--- config.mk ---
export PLATFORM = sky130hd
export DESIGN_NAME = thermistor_adc_sampler
export DESIGN_NICKNAME = d
export VERILOG_FILES = /design/src/rtl/thermistor_adc_sampler.sv
export SDC_FILE = /design/constraint.sdc
export NUM_CORES = 1
export LEC_CHECK = 0
export ABC_AREA = 1
export CORE_UTILIZATION = 54
export CTS_CLUSTER_DIAMETER = 100
export DETAILED_ROUTE_END_ITERATION = 8
export PLACE_DENSITY = 0.86
export SLEW_MARGIN = 0
export SYNTH_ARGS = -nofsm -noshare
export SYNTH_HDL_FRONTEND = slang
export SYNTH_SLANG_ARGS = --single-unit
--- constraint.sdc ---
create_clock -name clock -period 1.75 [get_ports clock]
set_input_delay 0.175 -clock clock [delete_from_list [all_inputs] [get_ports clock]]
set_output_delay 0.175 -clock clock [all_outputs]
set_load 0.01 [all_outputs]
--- src/rtl/thermistor_adc_sampler.sv ---
// thermistor_adc_sampler
// Periodically reads a 10-bit serial ADC that digitises the thermistor divider.
// It averages 2^AVG_LOG2 conversions and publishes the top 8 bits of the average.
// Ports:
//   clock, reset   : system clock; asynchronous active-high reset
//   enable         : allows new conversion frames to start
//   adc_miso       : ADC serial data, MSB first
//   adc_cs_n       : ADC chip select (active low), registered
//   adc_sclk       : ADC serial clock (idles low), registered
//   temp_code[7:0] : latest averaged code, holds between updates
//   temp_valid     : one-cycle pulse when temp_code updates
//   busy           : high while a conversion frame is in progress
module thermistor_adc_sampler #(
   parameter int unsigned CLK_DIV       = 4,
   parameter int unsigned SAMPLE_PERIOD = 1000,
   parameter int unsigned AVG_LOG2      = 2
) (
   input  logic       clock,
   input  logic       reset,
   input  logic       enable,
   input  logic       adc_miso,
   output logic       adc_cs_n,
   output logic       adc_sclk,
   output logic [7:0] temp_code,
   output logic       temp_valid,
   output logic       busy
);

   localparam int unsigned PW = (SAMPLE_PERIOD > 2) ? $clog2(SAMPLE_PERIOD) : 1;
   localparam int unsigned DW = (CLK_DIV > 1) ? $clog2(CLK_DIV) : 1;
   localparam int unsigned AW = 10 + AVG_LOG2;
   localparam int unsigned CW = AVG_LOG2 + 1;

   localparam logic [PW-1:0] PER_LAST = PW'(SAMPLE_PERIOD - 1);
   localparam logic [DW-1:0] DIV_LAST = DW'(CLK_DIV - 1);
   localparam logic [CW-1:0] CNT_FULL = CW'(1 << AVG_LOG2);

   typedef enum logic [1:0] {S_IDLE, S_CONV, S_ACCUM, S_PUBLISH} state_t;

   state_t        state_q, state_d;
   logic [PW-1:0] per_q, per_d;
   logic [DW-1:0] div_q, div_d;
   logic [4:0]    half_q, half_d;
   logic [9:0]    sh_q, sh_d;
   logic [AW-1:0] acc_q, acc_d;
   logic [CW-1:0] cnt_q, cnt_d;
   logic          cs_n_q, cs_n_d;
   logic          sclk_q, sclk_d;
   logic          busy_q, busy_d;
   logic [7:0]    code_q, code_d;
   logic          valid_q, valid_d;
   logic          wrap;

   assign wrap = enable && (per_q == PER_LAST);

   // State and output registers
   always_ff @(posedge clock or posedge reset) begin
      if (reset) begin
         state_q <= S_IDLE;
         per_q   <= '0;
         div_q   <= '0;
         half_q  <= '0;
         sh_q    <= '0;
         acc_q   <= '0;
         cnt_q   <= '0;
         cs_n_q  <= 1'b1;
         sclk_q  <= 1'b0;
         busy_q  <= 1'b0;
         code_q  <= '0;
         valid_q <= 1'b0;
      end else begin
         state_q <= state_d;
         per_q   <= per_d;
         div_q   <= div_d;
         half_q  <= half_d;
         sh_q    <= sh_d;
         acc_q   <= acc_d;
         cnt_q   <= cnt_d;
         cs_n_q  <= cs_n_d;
         sclk_q  <= sclk_d;
         busy_q  <= busy_d;
         code_q  <= code_d;
         valid_q <= valid_d;
      end
   end

   // Next-state logic: period counter, serial frame sequencing, averaging
   always_comb begin
      state_d = state_q;
      div_d   = div_q;
      half_d  = half_q;
      sh_d    = sh_q;
      acc_d   = acc_q;
      cnt_d   = cnt_q;
      cs_n_d  = cs_n_q;
      sclk_d  = sclk_q;
      busy_d  = busy_q;
      code_d  = code_q;
      valid_d = 1'b0;

      // Free-running period counter; keeps counting through the frame
      if (!enable || wrap) per_d = '0;
      else                 per_d = per_q + PW'(1);

      case (state_q)
         S_IDLE: begin
            if (wrap) begin
               state_d = S_CONV;
               cs_n_d  = 1'b0;
               busy_d  = 1'b1;
               sclk_d  = 1'b0;
               div_d   = '0;
               half_d  = '0;
            end
         end
         S_CONV: begin
            if (div_q == DIV_LAST) begin
               div_d  = '0;
               half_d = half_q + 5'd1;
               if (!sclk_q) begin
                  sclk_d = 1'b1;
                  // Rising edge number is half_q[4:1]+1; only edges 4..13 carry data
                  if (half_q[4:1] >= 4'd3 && half_q[4:1] <= 4'd12)
                     sh_d = {sh_q[8:0], adc_miso};
               end else begin
                  sclk_d = 1'b0;
                  // 16th falling edge closes the frame
                  if (half_q == 5'd31) begin
                     state_d = S_ACCUM;
                     cs_n_d  = 1'b1;
                     busy_d  = 1'b0;
                  end
               end
            end else begin
               div_d = div_q + DW'(1);
            end
         end
         S_ACCUM: begin
            state_d = S_IDLE;
            if (!enable) begin
               // Disabled mid-average: drop the partial result
               acc_d = '0;
               cnt_d = '0;
            end else begin
               acc_d = acc_q + AW'(sh_q);
               cnt_d = cnt_q + CW'(1);
               if (cnt_q + CW'(1) == CNT_FULL) state_d = S_PUBLISH;
            end
         end
         S_PUBLISH: begin
            code_d  = acc_q[AVG_LOG2+9 -: 8];
            valid_d = 1'b1;
            acc_d   = '0;
            cnt_d   = '0;
            state_d = S_IDLE;
         end
         default: state_d = S_IDLE;
      endcase
   end

   assign adc_cs_n   = cs_n_q;
   assign adc_sclk   = sclk_q;
   assign busy       = busy_q;
   assign temp_code  = code_q;
   assign temp_valid = valid_q;

endmodule
==> run metrics, run 1 <==
Post-Syn Nets 388; largest family of logic cells by synthesized area simple AND/OR/NAND/NOR gates; static leakage 1.78 nW; chip height 77.0 um; Via-to-Cell Ratio 5.29; dpl hpwl 4.42 mm; port buffer count 15; largest net degree at the start of global routing 41; buffer depth of the longest clock path 2; FF+latch count, synth 56; Overflow after GRT 0; number of global-route vias before repair 2528; final setup violating endpoints 0; Async S/R FF share, synth 100%; Tcrit/Tclk final 91.8%; CP max FO 4; worst path bufs/invs 0; WP data required 1.96 ns; fin. max-slew vios 0; crit path kind flop to flop; area of the mapped netlist 3040 sq um; Post-synth EDFFs 0; area of the multi-input gates 1430 sq um; Fill cells 425; Die ar. 5930 sq um; Startpoint Class flop; Worst path max stage delay 0.39 ns; initial core utilization 57.6%; R2R Path Start sh_q[0]$_DFFE_PP0P_; Synth Area in Simple Gates 28.3%; Root Buffer clkbuf_8; drt wl/cell 13.0 um; cts repair resizes 0; critical-path cell list ha_2 -> fa_2 -> or2_2 -> a32o_1; Netlist cell types 37; Syn Area/Cell 8.27 sq um; final worst path period need 1.61 ns; Hold WC Path Type input port to async pin; first-pass GRT wire length 10.8 mm; gpl congestion 0.915; layout cells sized above 1 13.6%; slew margin rel. 73.5%; DRC errors left 0; post-synthesis adder-cell area fraction 7.25%; Synth Area in XOR/XNOR 0.865%; Non-Filler Instances 460; worst-margin pin slew 0.397 ns; Highest Clock Rate 0.622 GHz; Worst R2R Path Depth 4; FF+latch area 1400 sq um; nature of the critical path endpoint flop; final setup TNS 0 ns; Initial DRC Count 183; CTS tree done; crit path launch sh_q[0]$_DFFE_PP0P_; CTS sink cnt 56; Seq/Total Area, Yosys 46.2%; post-CTS setup buffer count 0; top_reg_cell synth dfrtp_1; compound-cell area share of the yosys netlist 10.0%; Top delay family on crit path adder cells; WP data arrival 1.82 ns; Antenna Cells 0; Layout area overhead 14.0%; clk_lat worst skew 0.33 ns; Gate Count Post-Synth 367; yosys warns 0; peak supply drop 0.000331 V; initial antenna violation count 0; CTS buffer count 5; status finished clean; total global routing track utilization 22.8%; Pwr Density 732 nW/um^2; DR pass1 iterations 5; max_cap viols 0; Placed Instances 452; # IOs 16; Crit-path slowest cell dfrtp_1; Final Hold Viols 0; vias 2432; CTS H-tree depth 2; Nets 410; clk_skew 0.0169 ns; CTS clk-pin slew, worst paths 0.11 ns; hold_buf cts 0; Detail Route Antenna Nets 0; CP Depth 4; RSZ-0062 raised after global routing no; Post-Route WL 6.00 mm; Chip Width 77.0 um; Std-Cell Core Area 5270 sq um; row cnt 26; mux cell area share after synthesis 0%
## synthesized netlist by cell type (2+ instances only)
library cell  number  area share (%)
nand2_1          114              14
dfrtp_1           55              45
inv_1             43             5.3
nand3_1           25             4.1
nor2_1            24             3.0
ha_1              16             6.6
a21oi_1           10             1.6
o21ai_0           10             1.6
nor2_2             7             1.4
a21oi_2            6             1.7
nand4_1            6             1.2
o21ai_2            6             1.7
inv_2              4            0.49
o21ai_1            4            0.66
a22o_1             3            0.87
buf_6              3             1.1
nor3b_1            3            0.74
xor2_1             3            0.87
a21boi_0           2            0.49
clkbuf_1           2            0.25
nand2_2            2            0.41
nor3_1             2            0.33
o22ai_1            2            0.41
or2_2              2            0.41
## per-stage QoR
stage | total power [W] | worst slack (ns) | hold slack [ns] | util (%) | area (sq um)
2_1_floorplan | 0.00138 | 0.108 | 0.317 | - | 3040
3_3_place_gp | 0.00140 | 0.0791 | 0.448 | 62.3 | 3280
3_5_place_dp | 0.00141 | 0.0499 | 0.463 | 62.3 | 3280
4_1_cts | 0.00255 | 0.0316 | 0.140 | 65.3 | 3440
5_1_grt | 0.00260 | 0.00000600 | 0.166 | 65.7 | 3460
6_report | 0.00253 | 0.143 | 0.128 | 65.7 | 3460
## registers in the layout, indices dropped and copies added, names as in the netlist
| name | count |
|---|---|
| div_q | 2 |
| acc_q | 12 |
| cnt_q | 3 |
| adc_cs_n | 1 |
| sh_q | 10 |
| temp_code | 8 |
| temp_valid | 1 |
| busy | 1 |
| adc_sclk | 1 |
| per_q | 10 |
| half_q | 5 |
| state_q | 2 |
## logic make-up after synthesis
family	after synthesis
buffers and inverters	53
xor gates and xnor gates	3
DFF	56
AOI/OAI and AO/OA	46
and+or+nand+nor	192
adders and majority gates	17
## worst register-to-register path, delay by kind of cell, from the launching register on
| kind | cells | cell delay, ns |
|---|---|---|
| AOI/OAI and AO/OA | 1 | 0.24 |
| adders and majority gates | 2 | 0.57 |
| and+or+nand+nor | 1 | 0.30 |
| DFF | 1 | 0.39 |
## layout by cell type (no fill, tap or decap), types with 3 or more instances in the layout
cell type        count
o21ai_1              4
o21ai_0             10
a21oi_2              6
nand3_1             25
dfrtp_1             55
a22o_1               3
nor2_2               7
clkbuf_8             5
clkdlybuf4s50_1     15
buf_4                4
nand2_1            114
inv_1               42
o21ai_2              6
xor2_1               3
nor2_1              24
a21oi_1             10
nor3b_1              3
inv_2                5
ha_1                13
nand4_1              6
bufinv_16            3
## path summary, 6_finish.rpt
kind	end	slack, ns
min in group clock	sh_q[0]$_DFFE_PP0P_	0.46
worst min register to register	adc_cs_n$_DFFE_PP1P_	0.48
worst max-delay path	acc_q[2]$_DFFE_PP0P_	0.14
worst min-delay path	per_q[2]$_DFF_PP0_	0.13
worst max register to register	acc_q[2]$_DFFE_PP0P_	0.14
max in group asynchronous	cnt_q[1]$_DFFE_PP0P_	1.08
## routing by layer
layer | vias to the layer above | global-route usage, % | part of all wire, %
met5 | - | 0 | 0
met4 | 0 | 11.7 | 1.9
met3 | 9 | 3.69 | 3.4
met2 | 45 | 38.4 | 48
met1 | 1153 | 28.2 | 47
li1 | 1225 | - | -
## layout make-up
class,count,area share [%]
multi-input cells,258,41.3
flip-flops and latches,56,40.5
repair buffers,20,5.78
inverters,48,5.28
clock inverters,3,2.60
well taps,70,2.53
clock buffers,5,1.99
## where the power goes
group | internal [W] | leakage, nW | total [W] | switching, W
registers | 0.00130 | 0.692 | 0.00131 | 0.00000756
clock network | 0.000715 | 0.0784 | 0.00116 | 0.000441
logic | 0.0000236 | 1.01 | 0.0000682 | 0.0000447
Power figures use the tool's default switching activity.
==> run 2, diff against run 1 <==
--- a/config.mk
+++ b/config.mk
@@ -10,7 +10,8 @@
 export CTS_CLUSTER_DIAMETER = 100
 export DETAILED_ROUTE_END_ITERATION = 8
 export PLACE_DENSITY = 0.86
-export SLEW_MARGIN = 0
+export SLEW_MARGIN = 40
 export SYNTH_ARGS = -nofsm -noshare
 export SYNTH_HDL_FRONTEND = slang
 export SYNTH_SLANG_ARGS = --single-unit
+export TNS_END_PERCENT = 20
==> results of run 2 <==
No change in the layout: final DEF, timing and power equal those of run 1.
